[config.mk]
export PLATFORM = sky130hd
export DESIGN_NAME = seq_alu
export DESIGN_NICKNAME = d
export VERILOG_FILES = /design/src/rtl/seq_alu.sv
export SDC_FILE = /design/constraint.sdc
export NUM_CORES = 1
export LEC_CHECK = 0
export ABC_AREA = 0
export BUFFER_PORTS_ARGS = -buffer_cell sky130_fd_sc_hd__buf_2
export CAP_MARGIN = 10
export CORE_MARGIN = 2
export CORE_UTILIZATION = 62
export CTS_BUF_LIST = sky130_fd_sc_hd__clkbuf_4 sky130_fd_sc_hd__clkbuf_8
export DETAILED_ROUTE_END_ITERATION = 10
export PLACE_DENSITY = 0.88
export SYNTH_ARGS = -nofsm -noshare
export SYNTH_HDL_FRONTEND = slang
export SYNTH_SLANG_ARGS = --single-unit
[constraint.sdc]
create_clock -name Clock -period 3.85 [get_ports Clock]
set_clock_uncertainty 0.15 [all_clocks]
set_input_delay 0.385 -clock Clock [delete_from_list [all_inputs] [get_ports Clock]]
set_output_delay 0.385 -clock Clock [all_outputs]
set_load 0.02 [all_outputs]
[src/rtl/seq_alu.sv]
// ----------------------------------------------------------------------------
// seq_alu -- registered, parametrised ALU with a Start/Busy/Done handshake.
//
// Single-cycle operations (MEM, IMM, ADD/ADC, SUB/SBC, AND/OR/XOR/NOT, NOP, and
// shifts by zero) write Result/Flags on the edge that accepts Start. Shifts by
// n >= 1 move one bit per clock and complete n edges later. With the optional
// multiplier built in, MUL is a shift-add multiply taking WIDTH edges.
//
// Optional feature macro: SEQ_ALU_MUL_EN
//   defined   -> AluOp 4'hD is an unsigned WIDTH-cycle shift-add multiply
//   undefined -> no multiplier; AluOp 4'hD behaves like MEM (Result = Op1)
//
// Parameters
//   WIDTH    datapath width (>= 4)
//   SHAMT_W  shift-amount width, taken from Op2[SHAMT_W-1:0]
//
// Ports
//   Clock   in   1      rising-edge clock
//   nReset  in   1      asynchronous active-low reset
//   Start   in   1      operation request, sampled only while Busy = 0
//   AluOp   in   4      operation select (0 MEM .. D MUL, E/F NOP)
//   Op1     in   WIDTH  operand A / shift source
//   Op2     in   WIDTH  operand B / shift amount
//   Result  out  WIDTH  registered result, held between operations
//   Flags   out  4      registered {N,V,C,Z}
//   Busy    out  1      multi-cycle operation in progress
//   Done    out  1      one-cycle pulse, Result/Flags updated on that edge
// ----------------------------------------------------------------------------
module seq_alu #(
  parameter int WIDTH   = 16,
  parameter int SHAMT_W = $clog2(WIDTH)
) (
  input  logic             Clock,
  input  logic             nReset,
  input  logic             Start,
  input  logic [3:0]       AluOp,
  input  logic [WIDTH-1:0] Op1,
  input  logic [WIDTH-1:0] Op2,
  output logic [WIDTH-1:0] Result,
  output logic [3:0]       Flags,
  output logic             Busy,
  output logic             Done
);

  // Counter must reach WIDTH for the multiply, hence one bit more than SHAMT_W.
  localparam int CNT_W = SHAMT_W + 1;

  localparam logic [3:0] OP_MEM = 4'h0;
  localparam logic [3:0] OP_IMM = 4'h1;
  localparam logic [3:0] OP_ADD = 4'h2;
  localparam logic [3:0] OP_ADC = 4'h3;
  localparam logic [3:0] OP_SUB = 4'h4;
  localparam logic [3:0] OP_SBC = 4'h5;
  localparam logic [3:0] OP_AND = 4'h6;
  localparam logic [3:0] OP_OR  = 4'h7;
  localparam logic [3:0] OP_XOR = 4'h8;
  localparam logic [3:0] OP_NOT = 4'h9;
  localparam logic [3:0] OP_LSL = 4'hA;
  localparam logic [3:0] OP_LSR = 4'hB;
  localparam logic [3:0] OP_ASR = 4'hC;
  localparam logic [3:0] OP_MUL = 4'hD;

  typedef enum logic [1:0] {
    ST_IDLE  = 2'd0,
    ST_SHIFT = 2'd1,
    ST_MUL   = 2'd2
  } state_t;

  state_t             state_reg, state_next;
  logic [WIDTH-1:0]   result_reg, result_next;
  logic [3:0]         flags_reg, flags_next;
  logic               done_reg, done_next;
  logic [3:0]         op_reg, op_next;
  // Shift source during shifts; multiplier (consumed LSB first) during MUL.
  logic [WIDTH-1:0]   sh_reg, sh_next;
  logic [CNT_W-1:0]   cnt_reg, cnt_next;

`ifdef SEQ_ALU_MUL_EN
  logic [2*WIDTH-1:0] mcand_reg, mcand_next;
  logic [2*WIDTH-1:0] acc_reg, acc_next;
  logic [2*WIDTH-1:0] acc_sum;
`endif

  // --------------------------------------------------------------------------
  // Single-cycle datapath, evaluated on the live inputs at the accepting edge.
  // --------------------------------------------------------------------------
  logic [SHAMT_W-1:0] shamt;
  logic               is_shift;
  logic               cin;
  logic [WIDTH:0]     sum_ext;
  logic [WIDTH:0]     dif_ext;
  logic [WIDTH-1:0]   alu_res;
  logic               alu_c;
  logic               alu_v;

  assign shamt    = Op2[SHAMT_W-1:0];
  assign is_shift = (AluOp == OP_LSL) || (AluOp == OP_LSR) || (AluOp == OP_ASR);

  always_comb begin
    // Only the carry-chained ops consume the registered carry.
    cin     = flags_reg[1] & ((AluOp == OP_ADC) || (AluOp == OP_SBC));
    sum_ext = {1'b0, Op1} + {1'b0, Op2} + {{WIDTH{1'b0}}, cin};
    // In WIDTH+1 bits the top bit of the difference is exactly the borrow.
    dif_ext = {1'b0, Op1} - {1'b0, Op2} - {{WIDTH{1'b0}}, cin};
  end

  always_comb begin
    alu_res = '0;
    alu_c   = 1'b0;
    alu_v   = 1'b0;
    case (AluOp)
      OP_MEM: alu_res = Op1;
      OP_IMM: alu_res = Op2;
      OP_ADD, OP_ADC: begin
        alu_res = sum_ext[WIDTH-1:0];
        alu_c   = sum_ext[WIDTH];
        alu_v   = (Op1[WIDTH-1] == Op2[WIDTH-1]) && (sum_ext[WIDTH-1] != Op1[WIDTH-1]);
      end
      OP_SUB, OP_SBC: begin
        alu_res = dif_ext[WIDTH-1:0];
        alu_c   = dif_ext[WIDTH];
        alu_v   = (Op1[WIDTH-1] != Op2[WIDTH-1]) && (dif_ext[WIDTH-1] != Op1[WIDTH-1]);
      end
      OP_AND: alu_res = Op1 & Op2;
      OP_OR:  alu_res = Op1 | Op2;
      OP_XOR: alu_res = Op1 ^ Op2;
      OP_NOT: alu_res = ~Op1;
      // Shift by zero completes at once with the source unchanged.
      OP_LSL, OP_LSR, OP_ASR: alu_res = Op1;
      // Without the multiplier, MUL falls back to MEM behaviour.
      OP_MUL: alu_res = Op1;
      default: alu_res = '0;
    endcase
  end

  // --------------------------------------------------------------------------
  // One-bit shift step on the captured source.
  // --------------------------------------------------------------------------
  logic [WIDTH-1:0] shift_step;
  logic             shift_out;

  always_comb begin
    shift_step = sh_reg;
    shift_out  = 1'b0;
    case (op_reg)
      OP_LSL: begin
        shift_step = {sh_reg[WIDTH-2:0], 1'b0};
        shift_out  = sh_reg[WIDTH-1];
      end
      OP_LSR: begin
        shift_step = {1'b0, sh_reg[WIDTH-1:1]};
        shift_out  = sh_reg[0];
      end
      OP_ASR: begin
        shift_step = {sh_reg[WIDTH-1], sh_reg[WIDTH-1:1]};
        shift_out  = sh_reg[0];
      end
      default: begin
        shift_step = sh_reg;
        shift_out  = 1'b0;
      end
    endcase
  end

`ifdef SEQ_ALU_MUL_EN
  // Add the shifted multiplicand when the current multiplier bit is set.
  assign acc_sum = sh_reg[0] ? (acc_reg + mcand_reg) : acc_reg;
`endif

  // --------------------------------------------------------------------------
  // Next-state / next-output logic.
  // --------------------------------------------------------------------------
  always_comb begin
    state_next  = state_reg;
    result_next = result_reg;
    flags_next  = flags_reg;
    done_next   = 1'b0;
    op_next     = op_reg;
    sh_next     = sh_reg;
    cnt_next    = cnt_reg;
`ifdef SEQ_ALU_MUL_EN
    mcand_next  = mcand_reg;
    acc_next    = acc_reg;
`endif
    case (state_reg)
      ST_IDLE: begin
        if (Start) begin
          op_next = AluOp;
          if (is_shift && (shamt != '0)) begin
            state_next = ST_SHIFT;
            sh_next    = Op1;
            cnt_next   = {1'b0, shamt};
          end
`ifdef SEQ_ALU_MUL_EN
          else if (AluOp == OP_MUL) begin
            state_next = ST_MUL;
            sh_next    = Op2;
            mcand_next = {{WIDTH{1'b0}}, Op1};
            acc_next   = '0;
            cnt_next   = CNT_W'(WIDTH);
          end
`endif
          else begin
            result_next = alu_res;
            flags_next  = {alu_res[WIDTH-1], alu_v, alu_c, (alu_res == '0)};
            done_next   = 1'b1;
          end
        end
      end

      ST_SHIFT: begin
        sh_next  = shift_step;
        cnt_next = cnt_reg - CNT_W'(1);
        if (cnt_reg == CNT_W'(1)) begin
          state_next  = ST_IDLE;
          result_next = shift_step;
          flags_next  = {shift_step[WIDTH-1], 1'b0, shift_out, (shift_step == '0)};
          done_next   = 1'b1;
        end
      end

`ifdef SEQ_ALU_MUL_EN
      ST_MUL: begin
        acc_next   = acc_sum;
        mcand_next = {mcand_reg[2*WIDTH-2:0], 1'b0};
        sh_next    = {1'b0, sh_reg[WIDTH-1:1]};
        cnt_next   = cnt_reg - CNT_W'(1);
        if (cnt_reg == CNT_W'(1)) begin
          state_next  = ST_IDLE;
          result_next = acc_sum[WIDTH-1:0];
          flags_next  = {acc_sum[WIDTH-1], 1'b0, (acc_sum[2*WIDTH-1:WIDTH] != '0),
                         (acc_sum[WIDTH-1:0] == '0)};
          done_next   = 1'b1;
        end
      end
`endif

      default: state_next = ST_IDLE;
    endcase
  end

  // --------------------------------------------------------------------------
  // State and datapath registers. Reset abandons any in-flight operation.
  // --------------------------------------------------------------------------
  always_ff @(posedge Clock or negedge nReset) begin
    if (!nReset) begin
      state_reg  <= ST_IDLE;
      result_reg <= '0;
      flags_reg  <= '0;
      done_reg   <= 1'b0;
      op_reg     <= '0;
      sh_reg     <= '0;
      cnt_reg    <= '0;
`ifdef SEQ_ALU_MUL_EN
      mcand_reg  <= '0;
      acc_reg    <= '0;
`endif
    end else begin
      state_reg  <= state_next;
      result_reg <= result_next;
      flags_reg  <= flags_next;
      done_reg   <= done_next;
      op_reg     <= op_next;
      sh_reg     <= sh_next;
      cnt_reg    <= cnt_next;
`ifdef SEQ_ALU_MUL_EN
      mcand_reg  <= mcand_next;
      acc_reg    <= acc_next;
`endif
    end
  end

  assign Result = result_reg;
  assign Flags  = flags_reg;
  assign Done   = done_reg;
  assign Busy   = (state_reg != ST_IDLE);

endmodule

==> out/qor.txt <==
outcome - complete, but fails checks
failing checks - DRC
gpl congestion - 0.998
CP max stage cell - fa_2
PortBufs - 60
unrepaired setup endpoints after global routing - false
DP Area - 6280 sq um
max-slew violation count - 0
largest net degree at the start of global routing - 47
post-synthesis compound-gate area fraction - 30.5%
Final HPWL DP - 14.5 mm
critical path data arrival time - 3.76 ns
vias per inst - 6.81
CTS tree - done
Worst Reg-to-Reg Cells - 15
initial antenna violation count - 0
crit-path max cell delay - 0.58 ns
total grt overflow - 0
GRT Resource Usage Total - 38.0%
CTS Buf Count - 5
slew margin rel. - 28.0%
PwrDens - 508 nW/um^2
Yosys cell types - 80
Post-Place Setup Slack - -0.0836 ns
yosys warns - 0
row count - 34
initial drt markers - 732
final setup margin - 0.195 ns
Routed wire per std cell - 20.9 microns
Post-Synth Adder-Cell Area - 15.5%
net total in the final layout - 904
Final Instance Count excl. Fillers - 906
Yosys top cell area share - 20.3%
Max Cap Violations - 0
r2r endpoint - Flags[0]
Cell Chain, Critical Path - nand2_2, o21bai_4, inv_2, fa_2, inv_1, ha_1, o211ai_1, a31oi_2, a211oi_2, mux2i_1, or4_4, nor4b_4, nand4_1, nor4_2, a31o_1
fillers - 690
Post-Syn Instances - 726
Final Hold Viols - 0
Initial Util - 64.4%
Crit Path Category - flop to flop
flops & latches, synth - 46
Post-synth ARST share - 100%
VDD IR max - 0.358 mV
mapped cell area - 5670 sq um
Leak - 2.97 nW
Most used DFF post-synth - dfrtp_1
WL final - 19.0 mm
worst min path class - input pin to async pin
worst slew pin tran - 1.07 ns
Sink Count - 46
CP top delay family - simple AND/OR/NAND/NOR gates
Final TNS setup - 0 ns
Syn-to-layout area delta - 12.9%
R2R Setup Slk - 0.20 ns
Vias - 6169
antenna cells - 0
vias in the first global route - 5775
Mean Syn Cell Area - 7.81 sq um
placed insts - 898
first-pass GRT wire length - 29.9 mm
number of flops mapped to enable cells by yosys - 0
largest buffer count on any clock path - 2
crit end category - flop
simple-gate share of the synthesized area - 19.4%
Design Power - 3.25 mW
Critical Path Start Type - flop
design area - 6400 sq um
I/O pins - 61
Achievable Freq - 0.274 GHz
H-Tree Depth - 2
Critical Path RT - 3.95 ns
CTS clock-pin slew for the worst setup and hold paths - 0.09 ns
share of layout cells above drive strength 1 - 18.2%
Worst path depth - 15
Root Driver - clkbuf_8
DR pass1 iterations - 11
leading area contributor after synthesis - dfrtp_1
Worst Path Max Fanout - 3
ANT nets after route - 0
Post-CTS Setup Bufs - 0
final period utilization - 94.9%
Std-Cell Core Area - 8810 sq um
die height - 99.6 microns
Reg-to-Reg Start - Flags[1]
Post-route DRC - 1
clock latency at the later pin of the worst-skew pair - 0.31 ns
Die X - 99.6 microns
syn nets - 833
xor/xnor share of the synthesized area - 2.78%
# setup viols final - 0
post-synthesis mux area share - 4.13%
sequential share of the synthesized area - 20.3%
Synth area leaders - dfrtp_1 20%, ha_1 14%, a21oi_1 4.7%, o21ai_0 4.6%, nand2_1 4.4%
largest family of logic cells by synthesized area - compound AO/OA/AOI/OAI gates
CP bufs+invs - 2
crit path time final - 3.65 ns
Die ar. - 9930 sq um
per-layer routing:
layer / share of wire [%] / GRT usage, %
met1: 39 / 49.5
met3: 12 / 8.85
met5: 0 / 0
met4: 3.7 / 14.9
met2: 45 / 61.2
placed cells by master, fill, tap and decap left out, drive strengths merged, types with 4 or more instances in the layout:
master / netlist / routed
nor2b: 10 / 10
inv: 63 / 63
nor3b: 6 / 6
a221oi: 13 / 13
nand2b: 12 / 12
mux2i: 20 / 20
or2: 4 / 4
a31oi: 12 / 12
xnor2: 8 / 8
dfrtp: 46 / 46
and2: 4 / 4
nand4: 9 / 9
nor3: 7 / 7
nor2: 60 / 60
nand3: 15 / 15
fa: 4 / 4
a21o: 7 / 7
o21ai: 56 / 56
a222oi: 13 / 13
a22oi: 9 / 9
xor2: 10 / 10
nand2: 66 / 66
ha: 64 / 64
a21oi: 53 / 53
a211oi: 11 / 11
o21a: 4 / 4
a21boi: 12 / 12
o22ai: 8 / 8
buf: 15 / 102
a221o: 4 / 4
o211ai: 12 / 12
clkbuf: 23 / 5
stage by stage:
stage	utilization, %	hold WS (ns)
6_report	72.7	0.0801
5_1_grt	72.7	0.180
4_1_cts	72.4	0.117
3_5_place_dp	71.4	0.362
3_3_place_gp	71.3	0.318
2_1_floorplan	-	-0.0606
power breakdown:
group / internal (mW) / total (mW) / switching [mW]
clock: 0.128 / 0.298 / 0.170
combinational: 0.782 / 2.01 / 1.23
sequential: 0.727 / 0.942 / 0.214
worst max path at each step:
stage | slack, ns | from | endpoint
global route | 0.02 | Flags[1] | Flags[0]
CTS | 0.13 | Flags[1] | Flags[0]
global placement | 0.07 | AluOp[1] | Flags[0]
detailed placement | -0.08 | AluOp[1] | Flags[0]
finish | 0.20 | Flags[1] | Flags[0]
floorplan | -0.02 | AluOp[3] | Flags[0]
timing repair:
item / in CTS / in global routing
hold buffers: 0 / 0
gates resized for setup: 0 / 9
endpoints found under the setup margin: 0 / 2
worst register-to-register path, cell delays in order, from the launching register on:
cell and delay, ns:
dfrtp_2 0.48, nand2_2 0.10, o21bai_4 0.13, inv_2 0.06, fa_2 0.58, inv_1 0.06
ha_1 0.18, o211ai_1 0.21, a31oi_2 0.16, a211oi_2 0.26, mux2i_1 0.11, or4_4 0.46
nor4b_4 0.23, nand4_1 0.13, nor4_2 0.15, a31o_1 0.16
final cells by class:
type | count | area, sq um | area share, %
timing repair buffer | 102 | 613 | 9.58
inverter | 63 | 236 | 3.69
sequential | 46 | 1150 | 18.0
tap | 108 | 135 | 2.11
clock buffer | 5 | 68.8 | 1.07
clock inverter | 3 | 21.3 | 0.332
multi-input combinational | 579 | 4180 | 65.2
synth_stat cells (all sizes together), types with 6 or more instances:
cell type	instances
a211oi	11
a21boi	12
a21o	7
a21oi	53
a221oi	13
a222oi	13
a22oi	9
a31oi	12
buf	15
clkbuf	23
dfrtp	46
ha	64
inv	63
mux2i	20
nand2	66
nand2b	12
nand3	15
nand4	9
nor2	60
nor2b	10
nor3	7
nor3b	6
o211ai	12
o21ai	56
o22ai	8
xnor2	8
xor2	10
logic make-up after synthesis:
family                     count (synthesis)
AOI/OAI and AO/OA                        252
xor gates and xnor gates                  18
adders and majority gates                 68
buffers and inverters                    101
DFF                                       46
muxes                                     23
and+or+nand+nor                          218
(Power assumes the default switching activity.)
